### src/rtl/memory_arbiter.sv
// memory_arbiter: round-robin sharing of one memory port between instruction fetch and load/store.
module memory_arbiter #(
  parameter int ADDRESS_WIDTH = 32,
  parameter int DATA_WIDTH = 32
) (
  input  logic                     clock,
  input  logic                     reset,
  input  logic                     fetch_request,
  input  logic [ADDRESS_WIDTH-1:0] fetch_address,
  output logic                     fetch_grant,
  output logic                     fetch_valid,
  output logic [DATA_WIDTH-1:0]    fetch_value,
  input  logic                     data_request,
  input  logic                     data_write,
  input  logic [ADDRESS_WIDTH-1:0] data_address,
  input  logic [DATA_WIDTH-1:0]    data_write_value,
  output logic                     data_grant,
  output logic                     data_valid,
  output logic [DATA_WIDTH-1:0]    data_read_value,
  output logic                     memory_read_enable,
  output logic [ADDRESS_WIDTH-1:0] memory_read_address,
  input  logic [DATA_WIDTH-1:0]    memory_read_value,
  output logic                     memory_write_enable,
  output logic [ADDRESS_WIDTH-1:0] memory_write_address,
  output logic [DATA_WIDTH-1:0]    memory_write_value
);
  typedef enum logic [1:0] {IDLE, ISSUE, RESPOND} state_t;
  state_t state_q, state_d;
  logic last_q, last_d, win_q, win_d, wr_q, wr_d;
  logic [ADDRESS_WIDTH-1:0] addr_q, addr_d;
  logic [DATA_WIDTH-1:0] wval_q, wval_d, fhold_q, fhold_d, dhold_q, dhold_d;
  logic go, pick_data, rsp_read;
  // Port IDs: 0 = fetch, 1 = data. Data wins only if fetch is idle or fetch had the last grant.
  always_comb begin
    pick_data = data_request && (!fetch_request || !last_q);
    go = state_q != ISSUE && (fetch_request || data_request);
    state_d = state_q == ISSUE ? RESPOND : go ? ISSUE : IDLE;
    win_d = go ? pick_data : win_q;
    last_d = go ? pick_data : last_q;
    wr_d = go ? pick_data && data_write : wr_q;
    addr_d = go ? (pick_data ? data_address : fetch_address) : addr_q;
    wval_d = go && pick_data ? data_write_value : wval_q;
    rsp_read = state_q == RESPOND && !wr_q;
    fhold_d = rsp_read && !win_q ? memory_read_value : fhold_q;
    dhold_d = rsp_read && win_q ? memory_read_value : dhold_q;
  end
  always_ff @(posedge clock or posedge reset) begin
    if (reset) begin
      state_q <= IDLE;
      last_q <= 1'b1;
      win_q <= 1'b0;
      wr_q <= 1'b0;
      addr_q <= '0;
      wval_q <= '0;
      fhold_q <= '0;
      dhold_q <= '0;
    end else begin
      state_q <= state_d;
      last_q <= last_d;
      win_q <= win_d;
      wr_q <= wr_d;
      addr_q <= addr_d;
      wval_q <= wval_d;
      fhold_q <= fhold_d;
      dhold_q <= dhold_d;
    end
  end
  assign fetch_grant = state_q == ISSUE && !win_q;
  assign data_grant = state_q == ISSUE && win_q;
  assign fetch_valid = state_q == RESPOND && !win_q;
  assign data_valid = state_q == RESPOND && win_q;
  assign fetch_value = fhold_d;
  assign data_read_value = dhold_d;
  assign memory_read_enable = state_q == ISSUE && !wr_q;
  assign memory_write_enable = state_q == ISSUE && wr_q;
  assign memory_read_address = addr_q;
  assign memory_write_address = addr_q;
  assign memory_write_value = wval_q;
endmodule

### config.mk
export PLATFORM = sky130hd
export DESIGN_NAME = memory_arbiter
export DESIGN_NICKNAME = d
export VERILOG_FILES = /design/src/rtl/memory_arbiter.sv
export SDC_FILE = /design/constraint.sdc
export NUM_CORES = 1
export LEC_CHECK = 0
export BUFFER_PORTS_ARGS = -buffer_cell sky130_fd_sc_hd__buf_4
export CAP_MARGIN = 10
export CORE_MARGIN = 10
export CORE_UTILIZATION = 40
export DETAILED_ROUTE_END_ITERATION = 16
export PLACE_DENSITY = 0.73
export SETUP_SLACK_MARGIN = 0.5
export SLEW_MARGIN = 20
export SYNTH_ARGS = -nofsm -noshare
export SYNTH_HDL_FRONTEND = slang
export SYNTH_SLANG_ARGS = --single-unit
### constraint.sdc
create_clock -name clock -period 7.5 [get_ports clock]
set_input_delay 0.375 -clock clock [delete_from_list [all_inputs] [get_ports clock]]
set_output_delay 0.375 -clock clock [all_outputs]
set_load 0.01 [all_outputs]
# After elaboration in Yosys (flattened, before gate mapping)
# Index checks and enable logic that the tools add are counted.
[word_totals]
regBits = 133
latch_bits = 0
mem_bits_rw = 0
mem_bits_ro = 0
wordCells = 35
n_memories = 0
[op_classes]
add_sub_neg = 0
mul = 0
div = 0
n_lt_le_gt_ge = 0
n_eq_ne = 3
shift = 0
n_mux = 5
bitwise = 0
n_reduce_logical = 19
[op_table]
columns = ["op", "n"]
rows = [
  ["$mux W32", 3],
  ["$logic_and A1 B1 Y1", 13],
  ["$logic_not A1 Y1", 4],
  ["$eq A2 B1 Y1 const B", 1],
  ["$eq A2 B2 Y1 const B", 1],
  ["$logic_or A1 B1 Y1", 2],
  ["$mux W2", 1],
  ["$ne A2 B1 Y1 const B", 1],
  ["$mux W1", 1],
]

# Depth between registers and ports, before layout
[logic_depth]
depth_word = 4
ltp_mapped = 5
ltp_nobuf = 4

# Least setup slack after synthesis
# OpenSTA, ideal clock, no wires.
[synth_timing]
kind = "register -> output"
start = "register win_q"
end = "output fetch_value[10]"
t_arrival_ps = 1482
t_required_ps = 7125
path_slack_ps = 5643
stages_incl_launch_ff = 6
n_path_buf = 2
path_cell_list = "dfrtp_1 -> nor3b_2 -> nor2b_1 -> buf_2 -> buf_4 -> mux2_1"
[synth_via]
elab_chain_cells = 3
[synth_lines]
columns = ["item", "line_no", "source"]
rows = [
  ["start, declared", "29", "logic last_q, last_d, win_q, win_d, wr_q, wr_d;"],
  ["start signal, assigned", "60", "win_q <= win_d;"],
  ["$logic_not A1 Y1", "44", "fhold_d = rsp_read && !win_q ? memory_read_value : fhold_q;"],
  ["$logic_and A1 B1 Y1", "44", ""],
  ["$mux W32", "44", ""],
  ["end, declared", "12", "output logic [DATA_WIDTH-1:0] fetch_value,"],
]
# No other way between the ends.

# Worst setup path in the final report
[layout_timing]
start = "register win_q"
end = "output fetch_value[27]"
# Same word-level chain as after synthesis.

==> metrics.cfg <==
[routing]
remaining_drc_errors = 0
vias_per_cell = 4.910
antenna_left = 0
drt_iter0_markers = 197
routed_wl_um = 17770
via_count = 4218
first_pass_iters = 4
wl_per_cell_um = 20.69

[place]
place_ws_ns = 5.036
gp_congestion = 0.8227
io_buffers = 298
dp_hpwl_um = 13820

[synth]
synthDistinctLibCells = 26
yosys.cell_count.top_type = dfrtp_1
synth_cells = 404
synth_area_sq_um = 5710
seq_area_frac_synth_pct = 58.30
synth_flop_cell = dfrtp_1
synth.avg_cell_area_sq_um = 14.13
synthArstFlopShare_pct = 100.0
synth_edf_count = 0
synth_area_leader_cell = dfrtp_1
synth_fp_nets = 537
ys_warn_count = 0
synth.area.top_cells = dfrtp_1 58%, mux2_1 13%, mux2_4 7.9%
netlist.area_leader.share_pct = 57.84
ys_top_cells_by_count = 132 x dfrtp_1, 64 x mux2_1, 36 x buf_4
ys_ff_latch = 133

[timing]
tightestPinTransition_ns = 0.9722
hold_violations = 0
fin_tns_setup_ns = 0
setup_viol = 0
fin_crit_ns = 2.838
final.setup_skew_ns = 0.01243
fin_ws_ns = 4.662
period_share_pct = 37.84
slew_headroom_pct = 35.05
rsz0062_at_grt = false
finalMaxSlewViolations = 0
max_clock_freq_mhz = 352.4
holdWs_ns = 0.08050

[cts]
cts_resized = 0
clk_latency_ns = 0.41
clk_pin_slew_ns = 0.05
hold_buffers = 0
ctsRootBufferMaster = clkbuf_16
cts_tree = yes
postCtsSetupRepairBufs = 0
cts_sinks = 133
clockBufferDepth = 2
htree_levels = 4
cts_made_buffers = 17

[critical_path]
critPathCaptureType = output port
r2r-end = fhold_q[27]$_DFF_PP0_
critPathKind = reg2out
regToRegSetupSlack_ns = 5.47
crit_path_max_fanout = 32
r2r_cells = 3
arrival_ns = 2.46
timing.rr.start = win_q$_DFFE_PP0P_
critPathLaunchType = flip-flop
crit_required_ns = 7.12

[die]
start_util_pct = 40.98
dieWidth_um = 139.5
placementRows = 43
core_region_area_sq_um = 13930
io_pins = 299
die-area_sq_um = 19460
fp.dieH_um = 139.5

[global_route]
grtUsageTotal_pct = 17.85
grt_first_pass_wirelength_um = 27540
gr-total-overflow = 0
grt_max_degree = 81
antenna_found_initial = 0
grt_pass1_vias = 4734

[power_and_ir_drop]
sw_frac_of_total_pct = 32.88
power.internal_w = 0.002678
seq_power_share_pct = 31.8
peakVddDrop_mv = 0.2196
power_switching_w = 0.001312
pwr-share-comb_pct = 45.9
power_density_nw_per_um2 = 469.6
clockPowerShare_pct = 22.3
p_leak_nw = 4.126

[layout]
num_antenna_cells = 0
syn_to_final_growth_pct = 48.77
layout-drive-gt1-share_pct = 55.08
fin_nets = 800

[run_status]
status = finished, final reports clean

[job]
max_cap_viol_count = 0

[hold_path]
hold_class = in2async

[power by group through the flow]
| stage | registers (W) | clock network, W | logic [W] |
|---|---|---|---|
| floorplan | 0.00131 | 0 | 0.000932 |
| global placement | 0.00126 | 0 | 0.00182 |
| detailed placement | 0.00128 | 0 | 0.00187 |
| CTS | 0.00127 | 0.000910 | 0.00187 |
| global route | 0.00131 | 0.000947 | 0.00196 |
| finish | 0.00127 | 0.000888 | 0.00183 |
[registers in the layout, indices dropped and copies added, names as in the netlist]
signal               flops
fhold_q                 32
win_q                    1
memory_read_address     32
memory_write_value      32
last_q                   1
dhold_q                 32
state_q                  2
wr_q                     1
[layer usage]
metal	part of all wire, %	vias up	GRT usage [%]	wire length, um
met1	39	2059	20.20	6950
met4	2.4	0	7.194	419
met3	8.2	26	6.737	1459
met2	50	196	29.71	8941
met5	0	-	0	0
li1	-	1937	-	-
[kinds of logic (layout without fill, tap and decap cells)]
group / count (synthesis) / after routing / share of synthesized area [%]
AOI/OAI and AO/OA: 70 / 70 / 9.925
muxes: 96 / 96 / 20.90
DFF: 133 / 133 / 58.30
buffers and inverters: 62 / 337 / 7.296
and+or+nand+nor: 43 / 43 / 3.572
[worst max-delay path, cell delays in order (launching register included)]
cell and delay [ns]:
dfrtp_1 0.42, nor3b_2 0.21, nor2b_4 0.83, mux2_1 0.42, buf_4 0.16
[final cells by class]
| class | count | area (sq um) |
|---|---|---|
| Multi-Input combinational cell | 209 | 1991 |
| Tap cell | 180 | 225.2 |
| Inverter | 3 | 13.76 |
| Timing Repair Buffer | 303 | 2293 |
| Sequential cell | 133 | 3329 |
| Clock buffer | 24 | 501.7 |
| Fill cell | 1096 | 5439 |
| Clock inverter | 7 | 141.4 |
[metrics by stage]
step	cell area, sq um	cells	utilization (%)	total power [W]
global route	8496	859	60.97	0.004221
CTS	8492	859	60.94	0.004051
global placement	7814	826	56.07	0.003080
floorplan	5710	404	-	0.002244
finish	8496	859	60.97	0.003989
detailed placement	7849	828	56.33	0.003142
[worst max-delay path by stage]
stage | startpoint | to | slack [ns] | cells after the start
floorplan | reset | dhold_q[0]$_DFF_PP0_ | 3.57 | 1
global placement | data_request | memory_write_value[3]$_DFFE_PP0P_ | 5.17 | 4
detailed placement | win_q$_DFFE_PP0P_ | fetch_value[31] | 5.04 | 4
CTS | win_q$_DFFE_PP0P_ | fetch_value[31] | 4.60 | 4
global route | win_q$_DFFE_PP0P_ | fetch_value[12] | 4.49 | 4
finish | win_q$_DFFE_PP0P_ | fetch_value[27] | 4.66 | 4
[placed cells by master (no fill, tap or decap)]
| master | count |
|---|---|
| clkinvlp_4 | 1 |
| nor2b_4 | 2 |
| buf_4 | 300 |
| and2_1 | 2 |
| clkbuf_8 | 5 |
| a2bb2oi_1 | 32 |
| nor2_1 | 2 |
| o21ai_1 | 1 |
| clkbuf_1 | 2 |
| mux2_4 | 30 |
| mux2_1 | 64 |
| inv_6 | 1 |
| inv_4 | 1 |
| a21boi_2 | 1 |
| nand2_1 | 32 |
| mux2_2 | 2 |
| nand2b_1 | 1 |
| a211oi_1 | 32 |
| inv_2 | 2 |
| and3b_1 | 1 |
| nor3b_2 | 1 |
| dfstp_2 | 1 |
| clkbuf_16 | 17 |
| buf_8 | 2 |
| buf_6 | 1 |
| a22o_1 | 1 |
| a21o_1 | 2 |
| clkinv_2 | 1 |
| nor2_8 | 1 |
| dfrtp_1 | 132 |
| nor2_4 | 1 |
| bufinv_16 | 4 |
| a21bo_1 | 1 |
Note: power is estimated with default switching activity, not from simulation.
